--- src/rtl/alu_seq_pkg.sv ---
// Shared definitions for the ALU operation sequencer: opcodes, FSM encoding,
// and the opcode legality helper.
package alu_seq_pkg;

  localparam logic [2:0] OP_ADD = 3'd0;
  localparam logic [2:0] OP_OR  = 3'd1;
  localparam logic [2:0] OP_AND = 3'd2;
  localparam logic [2:0] OP_SUB = 3'd3;
  localparam logic [2:0] OP_SLT = 3'd4;

  typedef enum logic [1:0] {
    IDLE   = 2'd0,
    SETTLE = 2'd1,
    RESP   = 2'd2
  } seq_state_t;

  // Opcodes 5..7 have no ALU function and are answered with an error response.
  function automatic logic is_legal_op(input logic [2:0] op);
    return (op <= OP_SLT);
  endfunction

endpackage

--- src/rtl/alu_ref_model.sv ---
// Combinational expected result for the ALU, used to cross-check the
// captured gate-level result when RESULT_CHECK_EN is defined.
module alu_ref_model
  import alu_seq_pkg::*;
(
  input  logic [31:0] x,
  input  logic [31:0] y,
  input  logic [2:0]  opcode,
  output logic [31:0] f,
  output logic        zero
);

  logic [31:0] diff;

  // Plain arithmetic view of each ALU function; SLT uses the raw sign of x-y.
  always_comb begin
    diff = x - y;
    f    = '0;
    case (opcode)
      OP_ADD:  f = x + y;
      OP_OR:   f = x | y;
      OP_AND:  f = x & y;
      OP_SUB:  f = diff;
      OP_SLT:  f = {31'b0, diff[31]};
      default: f = '0;
    endcase
    zero = (f == 32'd0);
  end

endmodule

--- src/rtl/alu_op_sequencer.sv ---
// Command-side initiator for the combinational ALU: accepts an op, holds the
// ALU inputs for SETTLE_CYCLES edges, captures the result and returns it.
// Optional build macro: RESULT_CHECK_EN adds rsp_mismatch and a reference model.
//
// state  | meaning
// IDLE   | ready for a command
// SETTLE | ALU inputs held while the gate-level ALU propagates
// RESP   | response presented, waiting for rsp_ready
module alu_op_sequencer
  import alu_seq_pkg::*;
#(
  parameter int SETTLE_CYCLES = 4,
  parameter int OPCNT_W       = 16
) (
  input  logic               clk,
  input  logic               rst_n,
  input  logic               cmd_valid,
  output logic               cmd_ready,
  input  logic [31:0]        cmd_x,
  input  logic [31:0]        cmd_y,
  input  logic [2:0]         cmd_opcode,
  output logic [31:0]        alu_x,
  output logic [31:0]        alu_y,
  output logic [2:0]         alu_opcode,
  input  logic [31:0]        alu_f,
  input  logic               alu_overflow,
  input  logic               alu_cout,
  input  logic               alu_zero,
  output logic               rsp_valid,
  input  logic               rsp_ready,
  output logic [31:0]        rsp_f,
  output logic               rsp_overflow,
  output logic               rsp_cout,
  output logic               rsp_zero,
  output logic               rsp_err,
`ifdef RESULT_CHECK_EN
  output logic               rsp_mismatch,
`endif
  output logic [OPCNT_W-1:0] op_count
);

  localparam logic [7:0] CNT_INIT = 8'(SETTLE_CYCLES - 1);

  seq_state_t state, state_nxt;
  logic [7:0] cnt;
  logic       accept, reject, capture, handshake;

  // State register.
  always_ff @(posedge clk or negedge rst_n) begin
    if (!rst_n) state <= IDLE;
    else        state <= state_nxt;
  end

  // Next state and the per-cycle action strobes.
  always_comb begin
    state_nxt = state;
    cmd_ready = 1'b0;
    accept    = 1'b0;
    reject    = 1'b0;
    capture   = 1'b0;
    handshake = 1'b0;
    case (state)
      IDLE: begin
        cmd_ready = 1'b1;
        if (cmd_valid) begin
          if (is_legal_op(cmd_opcode)) begin
            accept    = 1'b1;
            state_nxt = SETTLE;
          end else begin
            reject    = 1'b1;
            state_nxt = RESP;
          end
        end
      end
      SETTLE: begin
        if (cnt == 8'd0) begin
          capture   = 1'b1;
          state_nxt = RESP;
        end
      end
      RESP: begin
        if (rsp_ready) begin
          handshake = 1'b1;
          state_nxt = IDLE;
        end
      end
      default: state_nxt = IDLE;
    endcase
  end

  // Settle timer, ALU operand registers, response registers and op counter.
  // ALU operands are only loaded by legal commands and never cleared.
  always_ff @(posedge clk or negedge rst_n) begin
    if (!rst_n) begin
      cnt          <= '0;
      alu_x        <= '0;
      alu_y        <= '0;
      alu_opcode   <= '0;
      rsp_valid    <= 1'b0;
      rsp_f        <= '0;
      rsp_overflow <= 1'b0;
      rsp_cout     <= 1'b0;
      rsp_zero     <= 1'b0;
      rsp_err      <= 1'b0;
      op_count     <= '0;
    end else begin
      if (accept) begin
        alu_x      <= cmd_x;
        alu_y      <= cmd_y;
        alu_opcode <= cmd_opcode;
        cnt        <= CNT_INIT;
      end else if (state == SETTLE && cnt != 8'd0) begin
        cnt <= cnt - 8'd1;
      end
      if (reject) begin
        rsp_f        <= '0;
        rsp_overflow <= 1'b0;
        rsp_cout     <= 1'b0;
        rsp_zero     <= 1'b0;
        rsp_err      <= 1'b1;
        rsp_valid    <= 1'b1;
      end
      if (capture) begin
        rsp_f        <= alu_f;
        rsp_overflow <= alu_overflow;
        rsp_cout     <= alu_cout;
        rsp_zero     <= alu_zero;
        rsp_err      <= 1'b0;
        rsp_valid    <= 1'b1;
      end
      if (handshake) begin
        rsp_valid <= 1'b0;
        op_count  <= op_count + OPCNT_W'(1);
      end
    end
  end

`ifdef RESULT_CHECK_EN
  logic [31:0] ref_f;
  logic        ref_zero;

  alu_ref_model u_ref (
    .x      (alu_x),
    .y      (alu_y),
    .opcode (alu_opcode),
    .f      (ref_f),
    .zero   (ref_zero)
  );

  // Mismatch flag travels with the captured response; illegal ops report 0.
  always_ff @(posedge clk or negedge rst_n) begin
    if (!rst_n)       rsp_mismatch <= 1'b0;
    else if (reject)  rsp_mismatch <= 1'b0;
    else if (capture) rsp_mismatch <= (alu_f != ref_f) || (alu_zero != ref_zero);
  end
`endif

endmodule
--- config.mk ---
export PLATFORM = sky130hd
export DESIGN_NAME = alu_op_sequencer
export DESIGN_NICKNAME = d
export VERILOG_FILES = /design/src/rtl/alu_seq_pkg.sv /design/src/rtl/alu_ref_model.sv /design/src/rtl/alu_op_sequencer.sv
export SDC_FILE = /design/constraint.sdc
export NUM_CORES = 1
export LEC_CHECK = 0
export ABC_AREA = 1
export CORE_MARGIN = 3
export CORE_UTILIZATION = 39
export CTS_CLUSTER_DIAMETER = 100
export DETAILED_ROUTE_END_ITERATION = 6
export PLACE_DENSITY = 0.83
export SETUP_SLACK_MARGIN = 0.02
export SLEW_MARGIN = 5
export SYNTH_ARGS = -nofsm -noshare
export SYNTH_HDL_FRONTEND = slang
export SYNTH_HIERARCHICAL = 1
export SYNTH_SLANG_ARGS = --single-unit
export TNS_END_PERCENT = 100
--- constraint.sdc ---
create_clock -name clk -period 1.4 [get_ports clk]
set_input_delay 0.42 -clock clk [delete_from_list [all_inputs] [get_ports clk]]
set_output_delay 0.42 -clock clk [all_outputs]
set_load 0.02 [all_outputs]
==> results.yml <==
detailed_routing:
  drtIter0Drc: 291
  ant_nets: 0
  via_per_inst: 4.95
  drc: 0
  num_vias: 5808
  wl_per_cell_um: 16.4
  wirelength_um: 19200
  first_pass_iters: 5
clocking:
  cts_made_buffers: 17
  clk_latency_ns: 0.41
  htreeDepth: 4
  root_buffer: "clkbuf_16"
  clkSinkCount: 130
  clk_pin_slew_worst_paths_ns: 0.05
  cts_tree: "done"
  clk_path_buf_depth: 2
sta:
  period_share: 1.09
  finalHoldViolations: 0
  finalSetupTns_ns: -3.10
  relSlewSlack: 0.788
  rsz0062_at_grt: "true"
  setup-violations-final: 55
  fmax_ghz: 0.656
  worst_slew_pin_slew_ns: 0.318
  clock_skew_ns: 0.00848
  layout_setup_ws_ns: -0.125
  hold_ws_ns: 0.465
  min_period_ns: 1.53
  slew_viol_final: 0
logic_synthesis:
  ys_seq_area_frac: 0.587
  synth.cell_area_um2: 5540
  netlist_instances: 645
  ys_seq_elements: 130
  synth_warnings: 6
  avgSynthCellArea_um2: 8.59
  synth_nets: 753
  yosysUniqueCellTypes: 24
worst_setup_path:
  critPathSlowestCell: "dfrtp_1"
  start_kind: "flop"
  crit_fanout: 7
  crit_arrival_ns: 1.80
  crit_top_cell: "buf_12"
  slowest_delay_ns: 0.39
  crit_chain: "inv_2 > ha_4 > nand2_4 > nor2_8 > buf_12 > nand2_8 > buf_12 > nand3_2 > nand2_1"
  criticalPathCategory: "reg -> reg"
  crit_path_end_kind: "flop"
  cp.required_ns: 1.68
run_status:
  status: "finished, violations left"
  failed_checks: "negative setup slack"
placed_design:
  gp_congestion: 0.824
  post-place-ws_ns: -0.526
  io_buffer_count: 226
  dp_cells: 1070
  dp_hpwl_um: 11200
job:
  maxCapViolations: 0
global_routing:
  antenna_found_initial: 0
  grt_max_degree: 41
  grt_usage: 0.223
  grt_pass1_wl_um: 28300
  overflow: 0
  grt_pass1_vias: 5791
floorplan:
  start_util: 0.409
  die_area_um2: 15700
  ios: 227
  fp.coreArea_um2: 13600
  die_h_um: 125
  die_x_um: 125
  num_rows: 42
min_path:
  worstHoldPathType: "in -> async"
finish:
  final_cells: 1173
  diodes: 0
  area_growth_pct: 84.0
  fin_nets: 1093
  nFillCells: 869
  drive_above_1_share: 0.347
power:
  power_density_nw_per_um2: 2060
  p_leak_nw: 5.24
  vdd_ir_drop_max_v: 0.00131
==> cell usage in the layout (no fill, tap or decap), types with 9 or more instances in the layout <==
master	n
nand2_1	292
dfrtp_1	128
buf_6	123
clkdlybuf4s50_1	104
buf_4	96
nand3_1	45
nand3_2	37
inv_1	23
nor2_1	22
clkbuf_16	21
buf_12	13
nand2_2	9
==> kinds of logic (layout without fill, tap and decap cells) <==
group                    after synthesis  in the layout  synth area share
AND/OR/NAND/NOR                      424            424             0.319
flip-flops                           130            130             0.587
buffers and inverters                 58            410            0.0533
adder cells (fa/ha/maj)                2              2           0.00451
XOR/XNOR                              12             12            0.0190
AO/OA/AOI/OAI                         19             19            0.0176
==> repair_timing <==
action,in CTS,in global routing
pin swaps,7,22
hold endpoints to repair,13,0
gates cloned,7,4
setup buffers,20,40
hold buffers,1,0
endpoints found under the setup margin,228,240
resized for setup,719,98
==> final cells by class <==
cell class / instances / area, um^2 / area share
Clock buffer: 26 / 509 / 0.0499
Clock inverter: 5 / 50.0 / 0.00491
Inverter: 29 / 114 / 0.0112
Multi-Input combinational cell: 457 / 2300 / 0.225
Sequential cell: 130 / 3260 / 0.319
Tap cell: 176 / 220 / 0.0216
Timing Repair Buffer: 350 / 3750 / 0.368
==> cell usage after synthesis <==
master	count	share of area
o21ai_0	13	0.012
ha_1	2	0.0045
buf_2	17	0.015
nand3b_1	2	0.0027
o21ai_1	3	0.0027
nor2_4	1	0.0020
o211ai_1	1	0.0014
buf_4	7	0.0095
nand3_4	1	0.0032
nor2_2	6	0.0068
xnor2_1	4	0.0063
nand3_1	82	0.074
xor2_1	8	0.013
buf_6	4	0.0081
nor2_8	1	0.0036
nand4_1	3	0.0034
nand2_2	2	0.0023
dfrtp_1	130	0.59
inv_1	26	0.018
clkbuf_1	1	0.00068
a21oi_1	2	0.0018
nor2_1	24	0.016
inv_2	3	0.0020
nand2_1	302	0.20
==> through the flow <==
step,total power [W],instance area (um^2),util
after global routing,0.0221,10200,0.752
final,0.0210,10200,0.752
after detailed placement,0.0143,8370,0.617
after global placement,0.0141,8370,0.617
after floorplan,0.0101,5570,-
after CTS,0.0197,9480,0.699
==> power breakdown <==
group	internal, W	leakage, nW	switching (W)	total, W
sequential	0.00515	1.67	0.00108	0.00623
combinational	0.00531	3.29	0.00526	0.0106
clock	0.00266	0.280	0.00154	0.00420
total	0.0131	5.24	0.00789	0.0210
==> worst max-delay path, delay by kind of cell, from the launching register on <==
kind                     cells  cell delay, ns
buffers and inverters        3            0.39
AND/OR/NAND/NOR              5            0.47
flip-flops                   1            0.39
adder cells (fa/ha/maj)      1            0.15
==> metal layers <==
| metal | track usage | part of all wire | wire length [um] | vias up |
|---|---|---|---|---|
| met5 | 0 | 0 | 0 | - |
| met4 | 0.0778 | 0.016 | 314 | 0 |
| met3 | 0.0797 | 0.075 | 1450 | 25 |
| met2 | 0.379 | 0.52 | 9940 | 250 |
| met1 | 0.262 | 0.39 | 7510 | 2824 |
| li1 | - | - | - | 2709 |
==> registers in the layout, summed over array words and instances (netlist names) <==
register,count
alu_y,32
rsp_f,32
alu_opcode,3
rsp_err,1
rsp_cout,1
rsp_valid,1
state,2
alu_x,32
rsp_zero,1
cnt,8
op_count,16
rsp_overflow,1
==> final timing paths <==
kind                                from  cells after the start  slack (ns)      endpoint
worst max register to register    cnt[1]                      9       -0.13     rsp_f[31]
max in group asynchronous          rst_n                      3        0.42     alu_y[16]
min in group clk                alu_x[0]                      2        0.50      alu_x[0]
worst max-delay path              cnt[1]                      9       -0.13     rsp_f[31]
worst min-delay path               rst_n                      2        0.47  op_count[10]
worst min register to register  alu_x[0]                      2        0.50      alu_x[0]
Power figures use the tool's default switching activity.
